<file path="src/rtl/csr_access_ctrl.sv">
// CSR access sequencer: multi-cycle read-modify-write on the single-port
// CSR file, with strict-priority full-word writes from the trap unit.
module csr_access_ctrl #(
    parameter int XLEN       = 32,
    parameter int CSR_ADDR_W = 12
) (
    input  logic                  clk,
    input  logic                  reset,
    input  logic                  instr_req_valid,
    output logic                  instr_req_ready,
    input  logic                  instr_read_enable,
    input  logic                  instr_write_enable,
    input  logic [1:0]            instr_write_func,
    input  logic                  instr_input_select,
    input  logic [CSR_ADDR_W-1:0] instr_csr_addr,
    input  logic [XLEN-1:0]       instr_rs1_value,
    input  logic [4:0]            instr_uimm,
    input  logic                  instr_flush,
    output logic                  instr_resp_valid,
    output logic [XLEN-1:0]       instr_read_data,
    output logic                  instr_illegal,
    input  logic                  trap_req_valid,
    output logic                  trap_req_ready,
    input  logic [CSR_ADDR_W-1:0] trap_csr_addr,
    input  logic [XLEN-1:0]       trap_write_data,
    output logic                  csr_rd_en,
    output logic [CSR_ADDR_W-1:0] csr_rd_addr,
    input  logic [XLEN-1:0]       csr_rd_data,
    input  logic                  csr_rd_invalid,
    output logic                  csr_wr_en,
    output logic [CSR_ADDR_W-1:0] csr_wr_addr,
    output logic [XLEN-1:0]       csr_wr_data
);

    typedef enum logic [2:0] {
        IDLE,
        READ,
        MODIFY,
        WRITE,
        TRAP_WR
    } state_t;

    localparam logic [1:0] FUNC_NONE = 2'b00;
    localparam logic [1:0] FUNC_RS   = 2'b10;
    localparam logic [1:0] FUNC_RC   = 2'b11;

    state_t                state;
    logic                  q_read;
    logic                  q_write;
    logic [1:0]            q_func;
    logic                  q_sel;
    logic [CSR_ADDR_W-1:0] q_addr;
    logic [XLEN-1:0]       q_rs1;
    logic [4:0]            q_uimm;
    logic                  q_ro;
    logic                  q_bad;
    logic [XLEN-1:0]       q_old;
    logic [XLEN-1:0]       q_tdata;

    logic [XLEN-1:0]       src;
    logic [XLEN-1:0]       new_val;
    logic                  fault;
    logic                  accept_ro;

    assign accept_ro = instr_write_enable
                     & (instr_csr_addr[CSR_ADDR_W-1 -: 2] == 2'b11);

    // Sequencer: latches requests in IDLE and walks the access states
    always_ff @(posedge clk) begin
        if (reset) begin
            state   <= IDLE;
            q_read  <= 1'b0;
            q_write <= 1'b0;
            q_func  <= FUNC_NONE;
            q_sel   <= 1'b0;
            q_addr  <= '0;
            q_rs1   <= '0;
            q_uimm  <= '0;
            q_ro    <= 1'b0;
            q_bad   <= 1'b0;
            q_old   <= '0;
            q_tdata <= '0;
        end else begin
            unique case (state)
                IDLE: begin
                    if (trap_req_valid) begin
                        q_addr  <= trap_csr_addr;
                        q_tdata <= trap_write_data;
                        state   <= TRAP_WR;
                    end else if (instr_req_valid && !instr_flush) begin
                        q_read  <= instr_read_enable;
                        q_write <= instr_write_enable;
                        q_func  <= instr_write_func;
                        q_sel   <= instr_input_select;
                        q_addr  <= instr_csr_addr;
                        q_rs1   <= instr_rs1_value;
                        q_uimm  <= instr_uimm;
                        q_ro    <= accept_ro;
                        q_bad   <= 1'b0;
                        q_old   <= '0;
                        state   <= instr_read_enable ? READ : WRITE;
                    end
                end
                READ: begin
                    state <= instr_flush ? IDLE : MODIFY;
                end
                MODIFY: begin
                    if (instr_flush) begin
                        state <= IDLE;
                    end else begin
                        q_old <= csr_rd_data;
                        q_bad <= csr_rd_invalid;
                        state <= WRITE;
                    end
                end
                WRITE:   state <= IDLE;
                TRAP_WR: state <= IDLE;
                default: state <= IDLE;
            endcase
        end
    end

    assign src = q_sel ? {{(XLEN-5){1'b0}}, q_uimm} : q_rs1;

    // New CSR value from the old value (zero when not read) and operand
    always_comb begin
        new_val = src;
        case (q_func)
            FUNC_RS: new_val = q_old | src;
            FUNC_RC: new_val = q_old & ~src;
            default: new_val = src;
        endcase
    end

    assign fault = q_bad | q_ro;

    assign trap_req_ready  = (state == IDLE);
    assign instr_req_ready = (state == IDLE) & ~trap_req_valid & ~instr_flush;

    assign csr_rd_en   = (state == READ);
    assign csr_rd_addr = q_addr;

    assign csr_wr_en   = ((state == WRITE) & q_write & ~fault
                          & (q_func != FUNC_NONE))
                       | (state == TRAP_WR);
    assign csr_wr_addr = q_addr;
    assign csr_wr_data = (state == TRAP_WR) ? q_tdata : new_val;

    assign instr_resp_valid = (state == WRITE);
    assign instr_illegal    = (state == WRITE) & fault;
    assign instr_read_data  = ((state == WRITE) & q_read & ~fault)
                            ? q_old : '0;

endmodule

</file>
<file path="config.mk">
export PLATFORM = sky130hd
export DESIGN_NAME = csr_access_ctrl
export DESIGN_NICKNAME = d
export VERILOG_FILES = /design/src/rtl/csr_access_ctrl.sv
export SDC_FILE = /design/constraint.sdc
export NUM_CORES = 1
export LEC_CHECK = 0
export CAP_MARGIN = 25
export CORE_ASPECT_RATIO = 1.5
export CORE_MARGIN = 3
export CORE_UTILIZATION = 44
export DETAILED_ROUTE_END_ITERATION = 7
export MAX_ROUTING_LAYER = met4
export PLACE_DENSITY_LB_ADDON = 0.25
export SYNTH_ARGS = -nofsm -noshare
export SYNTH_HDL_FRONTEND = slang
export SYNTH_SLANG_ARGS = --single-unit
</file>
<file path="constraint.sdc">
create_clock -name clk -period 2.35 [get_ports clk]
set_clock_uncertainty 0.2 [all_clocks]
set_input_delay 0.3525 -clock clk [delete_from_list [all_inputs] [get_ports clk]]
set_output_delay 0.3525 -clock clk [all_outputs]
set_load 0.005 [all_outputs]
</file>
# --- Word-level counts from Yosys, hierarchy flattened ---
# Index checks and enable logic that the tools add are counted.
word_totals:
  ff_bits: 123
  inputBits: 136
  out_inout_bits: 94
  word_cells: 70
classes:
  muxes: 20
  n_bitwise: 17
  n_reduce_logical: 10
  n_eq_ne: 11
op_table:
  columns: ["cell", "count"]
  rows:
  - ["$mux 32", 6]
  - ["$pmux 32 s2", 2]
  - ["$and 32x32->32", 1]
  - ["$not 32->32", 1]
  - ["$or 32x32->32", 1]
  - ["$mux 12", 2]
  - ["$and 1x1->1", 9]
  - ["$pmux 3 s3", 1]
  - ["$eq 2x2->1 const B", 3]
  - ["$eq 3x2->1 const B", 2]
  - ["$mux 2", 3]
  - ["$mux 3", 2]
  - ["$reduce_bool 2->1", 3]
  - ["$ne 2x2->1 const B", 2]
  - ["$reduce_and 2->1", 2]
  - ["$reduce_and 4->1", 1]
  - ["$eq 3x1->1 const B", 1]
  - ["$eq 3x3->1 const B", 1]
  - ["$logic_not 3->1", 1]
  - ["$mux 1", 3]
  - ["$ne 3x2->1 const B", 1]
  - ["$not 1->1", 3]
  - ["$reduce_and 3->1", 1]
  - ["$ne 2x1->1 const B", 1]
  - ["4 further kinds", 5]

# --- Longest topological paths before layout ---
# Gate-level depths: netlist (run 1).
logic_depth:
  depth_word: 5
  ltp_mapped: 8
  mapped_depth_nobuf: 5

# --- Least setup slack after synthesis (run 1) ---
# OpenSTA, ideal clock, no wires.
synth_timing:
  kind: "register to output"
  startpoint: "register q_func[1]"
  endpoint: "output csr_wr_data[11]"
  setup_slack_ns: 0.329
  arrival_ns: 1.468
  required_time_ns: 1.798
  path_buffers: 4
  stages_incl_launch_ff: 9
  cell_sequence: "dfxtp_1 > buf_2 > and2_0 > clkbuf_1 > nor2b_1 > buf_2 > buf_4 > a211oi_1 > a21o_1"
synth_via:
  elab_chain_len: 3
  elab_cells_between_ends: 4
  cone_classes: "eq/ne: 2; mux: 2"
synth_lines:
  columns: ["element", "line", "source"]
  rows:
  - ["from (decl)", "50", "logic [1:0] q_func;"]
  - ["from (signal assigned)", "93", "q_func <= instr_write_func;"]
  - ["$eq 2x2->1", "128", "case (q_func)"]
  - ["$pmux 32 s2 *", "128", null]
  - ["$mux 32 *", "147", "assign csr_wr_data = (state == TRAP_WR) ? q_tdata : new_val;"]
  - ["to (decl)", "32", "output logic [XLEN-1:0] csr_wr_data"]
# Mark *: on every way between the ends. The rest lies on a longest branch, timed or not.

# --- Worst setup path after layout (run 1) ---
layout_timing:
  startpoint: "register state[1]"
  endpoint: "output csr_wr_data[11]"
layout_via:
  elab_chain_len: 2
layout_lines:
  columns: ["element", "line", "source"]
  rows:
  - ["from (decl)", "47", "state_t state;"]
  - ["from (signal assigned)", "101", "state <= instr_read_enable ? READ : WRITE;"]
  - ["from (signal assigned)", "105", "state <= instr_flush ? IDLE : MODIFY;"]
  - ["$eq 3x3->1", "147", null]
  - ["$mux 32", "147", null]
# Every way passes these cells.

==> run_results.csv, run 1 <==
group,metric,value,unit
run_status,status,"finished with violations",
run_status,violations,"setup timing",
worst_hold_path,holdCritPathClass,"in -> reg",
sta,clock.fmax,0.410,GHz
global_route,grt_max_degree,45,
place,gp_congestion,0.842,
global_route,grt_pass1_wl,32700,um
clock_network,cts_tree,"done",
drt,drc_errors,0,
critical_path,worstSetupPathType,"reg -> out",
critical_path,slowest_delay,0.36,ns
sta,timing.final.ws_setup,-0.0905,ns
critical_path,crit_fanout,5,
critical_path,cp_top_family,"buffers and inverters",
global_route,antenna_found_initial,1,
sta,drv_slew,0,
finish,final_nets,1137,
critical_path,cp-start-kind,"register",
sta,min_period_over_period,104,%
floorplan,die_w,99.6,um
critical_path,crit_arrival,1.89,ns
synthesis,synth.yosys.seq_area_share,42.6,%
floorplan,io_pins,230,
sta,rsz0062_at_grt,"true",
finish,area_growth_syn_to_layout,62.6,%
power_and_ir_drop,vdd_drop_max,0.496,mV
drt,drt-total-wl,21300,um
sta,fin_setup_tns,-0.658,ns
clock_network,clock_sink_count,123,
finish,drive_above_1_share,20.5,%
drt,vias,6384,
clock_network,cts_inserted_buffers,17,
drt,dr.first_iter.drc_count,252,
place,pre_cts_ws,-0.170,ns
clock_network,root_buffer,"clkbuf_16",
drt,drtPass1Iterations,5,
synthesis,yosys_register_bits,123,
clock_network,holdBufCountCts,0,
synthesis,synth_nets,898,
critical_path,crit_chain,"nor3b_4 > buf_6 > buf_12 > buf_6 > buf_8 > buf_12 > a211oi_2 > a21o_1 > buf_2",
power_and_ir_drop,powerDensity,618,nW/um^2
global_route,grt_util_all_layers,29.3,%
sta,setup_viol,14,
global_route,grt_pass1_vias,6405,
critical_path,cp.required,1.80,ns
critical_path,cp-end-kind,"output pin",
finish,layout_common_cells,"189 x nand2_1, 160 x clkdlybuf4s50_1, 136 x a21oi_1",
sta,fin_crit,2.44,ns
job,drv_cap,0,
synthesis,synth_warnings,0,
floorplan,start_util,45.8,%
clock_network,clock_latency,0.40,ns
critical_path,crit_path_top_delay_cell,"dfxtp_4",
power_and_ir_drop,p_leak,3.85,nW
floorplan,rows,50,
clock_network,cts.clk_slew.worst_paths,0.05,ns
clock_network,h-tree-depth,4,
place,dp_hpwl,13200,um
place,portBuffers,229,
sta,hold_viol,0,
drt,viasPerCell,5.45,
sta,relSlewSlack,63.3,%
synthesis,yosysUniqueCellTypes,31,
synthesis,synth_cells,762,
floorplan,die-area,14600,um^2
drt,wl_per_cell,18.2,um
floorplan,core_area,12600,um^2
synthesis,synth_area,5780,um^2
synthesis,syn_area_per_cell,7.59,um^2
critical_path,crit_buf_inv,6,
floorplan,fp.dieH,146,um
global_route,grt_overflow_total,0,
sta,worstMarginPinSlew,0.550,ns
clock_network,clockBufferDepth,2,
drt,final_antenna_net_count,0,
finish,final_common_cell,"nand2_1",
## worst paths after layout
check	slack, ns	depth (start not counted)	endpoint	start
max	-0.09	9	csr_wr_data[11]	state[1]
min	0.22	2	state[2]	reset
max reg2reg	0.25	7	q_rs1[9]	state[0]
min reg2reg	0.26	2	q_tdata[24]	q_tdata[24]
## worst reg2reg max path: stages (launching register included)
cell,delay (ns)
dfxtp_4,0.36
buf_4,0.16
or3_4,0.38
clkinv_2,0.10
and3_2,0.40
buf_12,0.20
nand2_1,0.08
a21oi_1,0.14
## registers in the layout (all words and copies together), names as in the netlist
| name | cells |
|---|---|
| q_old | 32 |
| q_rs1 | 32 |
| q_tdata | 32 |
| csr_rd_addr | 12 |
| q_uimm | 5 |
| state | 3 |
| q_func | 2 |
| q_bad | 1 |
| q_read | 1 |
| q_ro | 1 |
| q_sel | 1 |
| q_write | 1 |
## routing by layer
layer	share of wire [%]	up-vias	track usage, %
li1	-	3057	-
met1	38	3006	33.0
met2	52	273	50.2
met3	6.9	48	6.45
met4	3.0	0	10.9
met5	0	-	-
## cells by family after synthesis
family | count (synthesis) | share of synthesized area, %
AOI/OAI and AO/OA | 219 | 22.2
buffers and inverters | 80 | 7.31
DFF | 123 | 42.6
muxes | 17 | 2.94
and+or+nand+nor | 323 | 25.0
## what timing repair did
action                                  in CTS  in global routing
gates cloned                                 8                  1
endpoints found under the setup margin      67                 52
gates resized for setup                    218                 71
setup buffers                               33                  4
pin swaps                                   25                 10
## stage by stage
step	hold WS, ns	cell area, um^2	total power (W)	util (%)	instances
after global placement	0.241	8250	0.00320	65.3	1101
after floorplan	0.232	5780	0.00270	-	762
after CTS	0.199	9400	0.00580	74.3	1165
after global routing	0.243	9400	0.00600	74.4	1171
after detailed placement	0.249	8260	0.00321	65.4	1102
final	0.222	9400	0.00581	74.4	1171
## area by class of cell
cell class	count	area (um^2)
Clock buffer	21	450
Sequential cell	123	2480
Multi-Input combinational cell	559	3150
Tap cell	156	195
Inverter	2	8.76
Antenna cell	1	2.50
Fill cell	965	3240
Timing Repair Buffer	298	3000
Clock inverter	11	120
## power by group
part	internal [W]	switching, W	leakage (nW)	total (W)
combinational	0.000561	0.000451	2.57	0.00101
sequential	0.00219	0.0000749	1.00	0.00226
clock	0.00159	0.000954	0.273	0.00254
total	0.00433	0.00148	3.85	0.00581
## synthesized netlist by cell type
master | instances | area, um^2
nand2_1 | 190 | 713
a21oi_1 | 136 | 681
dfxtp_1 | 123 | 2460
clkbuf_1 | 42 | 158
a211oi_1 | 39 | 293
nand3_1 | 34 | 170
and2_1 | 33 | 206
nor2b_1 | 30 | 188
a21o_1 | 27 | 203
nor2_1 | 24 | 90.1
buf_4 | 19 | 143
mux2i_1 | 17 | 170
buf_2 | 10 | 50.1
o21ai_0 | 7 | 35.0
a31oi_1 | 5 | 31.3
buf_6 | 5 | 56.3
nor3_1 | 4 | 20.0
and3_1 | 2 | 12.5
buf_1 | 2 | 7.51
nor3b_1 | 2 | 15.0
and2_0 | 1 | 6.26
clkinv_2 | 1 | 5.00
inv_1 | 1 | 3.75
nand2b_1 | 1 | 6.26
nand4_1 | 1 | 6.26
o2111ai_1 | 1 | 8.76
o21a_1 | 1 | 7.51
o21a_2 | 1 | 8.76
o21ai_1 | 1 | 5.00
o311ai_0 | 1 | 8.76
or3_4 | 1 | 11.3
Power figures use the tool's default switching activity.
==> run 2: changes to the inputs <==
Settings changed: PLACE_DENSITY set to 0.81, PLACE_DENSITY_LB_ADDON 0.25 to not set.
==> run 2 against run 1 <==
  * Critical endpoint is now csr_wr_data[24]
  * Total power is 4.0% higher
  * Via count is 0.58% lower
  * Final cell count is 0.60% lower
  * Worst setup slack better by 0.097 ns
  * Largest power group unchanged
  * Core utilization is 0.29 points higher
  * Sequential power hardly changed
  * The flow now finishes without violations
  * Flip-flop and latch count stayed put
  * Hold slack worse by 0.023 ns
  * Register-to-register slack better by 0.03 ns
==> run_results.csv, run 2 (synthesis results as in run 1) <==
group,metric,value,unit
critical_path,slowest_delay,0.37,ns
drt,drt-total-wl,21300,um
power_and_ir_drop,powerDensity,640,nW/um^2
global_route,antenna_found_initial,1,
drt,drc_errors,0,
floorplan,core_area,12600,um^2
power_and_ir_drop,switchingPower,0.00151,W
power_and_ir_drop,p_clk_share,46.2,%
place,portBuffers,229,
clock_network,holdBufCountCts,0,
critical_path,cp-end-kind,"output pin",
critical_path,timing.reg2reg.setup_slack,0.28,ns
finish,drive_above_1_share,18.1,%
global_route,grt_pass1_vias,6463,
sta,hold_viol,0,
sta,clock.fmax,0.427,GHz
sta,whs,0.199,ns
drt,wl_per_cell,18.3,um
drt,vias,6347,
sta,fin_setup_tns,0,ns
finish,layout_common_cells,"189 x nand2_1, 161 x clkdlybuf4s50_1, 130 x a21oi_1",
clock_network,clock_latency,0.40,ns
drt,drtPass1Iterations,5,
power_and_ir_drop,power_frac_seq,37.4,%
global_route,grt_pass1_wl,32600,um
global_route,grt_max_degree,49,
global_route,grt_overflow_total,0,
power_and_ir_drop,power,0.00604,W
clock_network,root_buffer,"clkbuf_16",
critical_path,crit_path_top_delay_cell,"dfxtp_4",
sta,rsz0062_at_grt,"true",
power_and_ir_drop,vdd_drop_max,0.433,mV
critical_path,cp-start-kind,"register",
drt,dr.first_iter.drc_count,346,
clock_network,cts_inserted_buffers,17,
power_and_ir_drop,combinationalPowerShare,16.4,%
clock_network,clockBufferDepth,2,
global_route,grt_util_all_layers,29.2,%
sta,worstMarginPinSlew,0.473,ns
critical_path,cp.required,1.80,ns
power_and_ir_drop,p_leak,3.87,nW
critical_path,rr_worst_depth,7,
job,drv_cap,0,
critical_path,crit_chain,"buf_12 > buf_6 > buf_12 > nor2b_2 > a21oi_1 > a211oi_2 > a21o_1 > buf_2",
floorplan,die_w,99.6,um
sta,drv_slew,0,
run_status,status,"completed",
sta,min_period_over_period,99.7,%
drt,viasPerCell,5.45,
clock_network,clock_sink_count,123,
power_and_ir_drop,p_int,0.00454,W
drt,final_antenna_net_count,0,
sta,relSlewSlack,68.4,%
worst_hold_path,hold_depth,2,
sta,fin_crit,2.34,ns
worst_hold_path,holdCritPathClass,"in -> reg",
floorplan,start_util,45.8,%
floorplan,rows,50,
clock_network,h-tree-depth,4,
sta,setup_viol,0,
finish,area_growth_syn_to_layout,63.2,%
critical_path,crit_arrival,1.79,ns
clock_network,cts_tree,"done",
clock_network,cts.clk_slew.worst_paths,0.06,ns
finish,fin_util,74.7,%
critical_path,worstSetupPathType,"reg -> out",
floorplan,io_pins,230,
finish,final_nets,1130,
finish,reg_top3,"q_old x32, q_rs1 x32, q_tdata x32",
place,dp_hpwl,13800,um
critical_path,cp_common_cell,"buf_12",
power_and_ir_drop,swShare,25.0,%
critical_path,crit_fanout,5,
floorplan,die-area,14600,um^2
place,gp_congestion,0.883,
finish,final_common_cell,"nand2_1",
floorplan,fp.dieH,146,um
run 2: timing repair:
item | CTS | global route
resized for setup | 186 | 59
buffers inserted | 22 | 7
pin swaps | 28 | 14
endpoints found under the setup margin | 67 | 41
gates cloned | 4 | 0
run 2: path summary, 6_finish.rpt:
kind               from               to
max               q_sel  csr_wr_data[24]
min               reset         state[2]
max reg2reg    state[1]         q_rs1[6]
min reg2reg  q_tdata[3]       q_tdata[3]
run 2: power groups by stage:
stage          Combinational [W]  Clock, W  Sequential, W
6_report                0.000988   0.00279        0.00226
5_1_grt                  0.00106   0.00292        0.00227
4_1_cts                 0.000969   0.00283        0.00226
3_5_place_dp            0.000917         0        0.00230
3_3_place_gp            0.000901         0        0.00229
2_1_floorplan           0.000418         0        0.00228
run 2: per-layer routing:
metal  vias to the layer above  share of wire [%]  GRT usage [%]
li1                       3046                  -              -
met1                      2943                 36           30.7
met2                       286                 53           49.8
met3                        72                5.5           4.97
met4                         0                5.3           18.4
met5                         -                  0              -
run 2: worst max-delay path, delay by kind of cell (launching register included):
kind / cells / cell delay [ns]
AO/OA/AOI/OAI: 3 / 0.43
buffers and inverters: 4 / 0.49
flip-flops: 1 / 0.37
AND/OR/NAND/NOR: 1 / 0.09
run 2: metrics by stage:
stage,std cells,worst slack (ns),area [um^2]
global placement,1101,-0.502,8210
finish,1164,0.00618,9440
CTS,1160,-0.163,9370
detailed placement,1102,-0.173,8230
global route,1164,-0.0594,9440
floorplan,762,0.329,5780
run 2: area by class of cell:
type	instances	area, um^2
Clock buffer	18	439
Antenna cell	1	2.50
Clock inverter	14	195
Sequential cell	123	2480
Fill cell	938	3200
Inverter	2	12.5
Timing Repair Buffer	291	2900
Tap cell	156	195
Multi-Input combinational cell	559	3210
==> run 3: changes to the inputs <==
Settings changed: CAP_MARGIN 25 to not set, CORE_MARGIN 3 to not set.
==> run 3 against run 2 <==
  * The flow now finishes with violations (setup timing)
  * Worst setup slack got worse by 0.039 ns
  * Design area barely moved
  * Critical path depth did not move
  * Non-clock buffer count rose by 18
  * Register-to-register slack got worse by 0.03 ns
  * Critical path type unchanged
  * Largest power group unchanged
==> run_results.csv, run 3 (synthesis results as in run 1) <==
group,metric,value,unit
critical_path,worstSetupPathType,"reg -> out",
worst_hold_path,holdCritPathClass,"in -> reg",
drt,viasPerCell,5.44,
global_route,grt_max_degree,50,
global_route,grt_util_all_layers,29.8,%
sta,rsz0062_at_grt,"true",
clock_network,clock_latency,0.41,ns
sta,drv_slew,0,
critical_path,crit_end,"csr_wr_data[29]",
clock_network,clock_sink_count,123,
critical_path,crit_arrival,1.83,ns
clock_network,cts_inserted_buffers,17,
floorplan,rows,50,
power_and_ir_drop,power,0.00605,W
finish,final_common_cell,"nand2_1",
finish,stdcell_area,9440,um^2
floorplan,core_area,12600,um^2
critical_path,r2r_start,"state[2]",
global_route,antenna_found_initial,1,
floorplan,fp.dieH,142,um
clock_network,root_buffer,"clkbuf_16",
critical_path,cp-start-kind,"register",
run_status,status,"finished with violations",
global_route,grt_pass1_vias,6121,
drt,wl_per_cell,17.8,um
clock_network,cts.clk_slew.worst_paths,0.05,ns
critical_path,crit_fanout,5,
power_and_ir_drop,vdd_drop_max,0.506,mV
drt,drtPass1Iterations,5,
finish,final_nets,1148,
critical_path,cp-end-kind,"output pin",
floorplan,die_w,95.6,um
clock_network,clockBufferDepth,2,
sta,worstMarginPinSlew,0.430,ns
finish,drive_above_1_share,22.9,%
critical_path,timing.reg2reg.setup_slack,0.25,ns
global_route,grt_pass1_wl,30100,um
finish,reg_top3,"q_old x32, q_rs1 x32, q_tdata x32",
finish,layout_common_cells,"189 x nand2_1, 159 x clkdlybuf4s50_1, 136 x a21oi_1",
sta,fin_crit,2.38,ns
global_route,grt_overflow_total,0,
critical_path,rr_worst_depth,7,
sta,timing.final.ws_setup,-0.0328,ns
drt,dr.first_iter.drc_count,413,
sta,clock.fmax,0.420,GHz
drt,final_antenna_net_count,0,
critical_path,cp.required,1.80,ns
drt,drt-total-wl,21100,um
sta,min_period_over_period,101,%
sta,setup_viol,12,
drt,vias,6426,
finish,fin_util,74.7,%
clock_network,h-tree-depth,4,
place,pre_cts_ws,-0.171,ns
power_and_ir_drop,powerDensity,640,nW/um^2
power_and_ir_drop,p_leak,3.93,nW
sta,hold_viol,0,
place,dp_hpwl,12800,um
place,gp_congestion,0.837,
sta,whs,0.162,ns
critical_path,r2r_end,"csr_rd_addr[6]",
finish,area_growth_syn_to_layout,63.3,%
critical_path,crit_start,"state[1]",
place,portBuffers,229,
drt,drc_errors,0,
clock_network,cts_tree,"done",
floorplan,io_pins,230,
job,drv_cap,0,
place,post_dp_cell_area,8220,um^2
floorplan,die-area,13600,um^2
floorplan,start_util,45.8,%
run_status,violations,"setup timing",
sta,relSlewSlack,71.3,%
run 3: cell count changes in the layout (fill, tap and decap cells not counted), sizes merged:
cell,before,now
dlygate4sd2,34,2
clkbuf,32,49
clkdlybuf4s15,10,5
dlymetal6s2s,0,3
bufbuf,1,0
inv,2,3
buf,71,110
clkdlybuf4s50,161,159
clkinv,6,4
run 3: worst min path at each step:
stage	from	end	slack (ns)	depth (start not counted)
after global placement	q_bad	q_bad	0.24	2
after global routing	reset	state[0]	0.17	2
after CTS	reset	state[0]	0.15	2
after floorplan	q_ro	q_ro	0.23	2
final	reset	state[0]	0.16	2
after detailed placement	q_bad	q_bad	0.25	2
run 3: cell type report:
class                      instances  area (um^2)
clock inverter                    13          190
antenna                            1         2.50
multi-input combinational        559         3160
tap                              156          195
fill                             941         3190
inverter                           2         8.76
timing repair buffer             309         2960
sequential                       123         2470
clock buffer                      19          443
run 3: metrics by stage:
stage                     TNS, ns  std cells
after floorplan                 0        762
after global placement      -1.37       1106
after detailed placement    -2.91       1106
after CTS                   -2.52       1156
after global routing        -1.26       1182
final                      -0.216       1182
run 3: critical path, stage by stage, from the launching register on:
cell	delay, ns
dfxtp_4	0.36
nor3b_4	0.25
buf_6	0.17
buf_6	0.10
clkbuf_16	0.13
buf_4	0.11
a211oi_2	0.03
a21o_1	0.15
clkbuf_2	0.10
run 3: routing by layer:
metal  GRT usage, %  up-vias  wire length [um]
li1               -     3077                 -
met1           30.0     2983              7650
met2           51.7      284             10900
met3           5.50       82              1330
met4           19.5        0              1190
met5              -        -                 0
run 3: repair_timing:
action	4_1_cts	5_1_grt
gates resized for setup	231	105
gates cloned	4	3
hold buffers	0	0
endpoints found under the setup margin	68	61
buffers inserted	15	28
pin swaps	22	19
run 3: power by group:
part           switching [W]  leakage, nW  internal, W
combinational       0.000449         2.63     0.000556
sequential         0.0000750         1.00      0.00219
clock               0.000972        0.296      0.00181
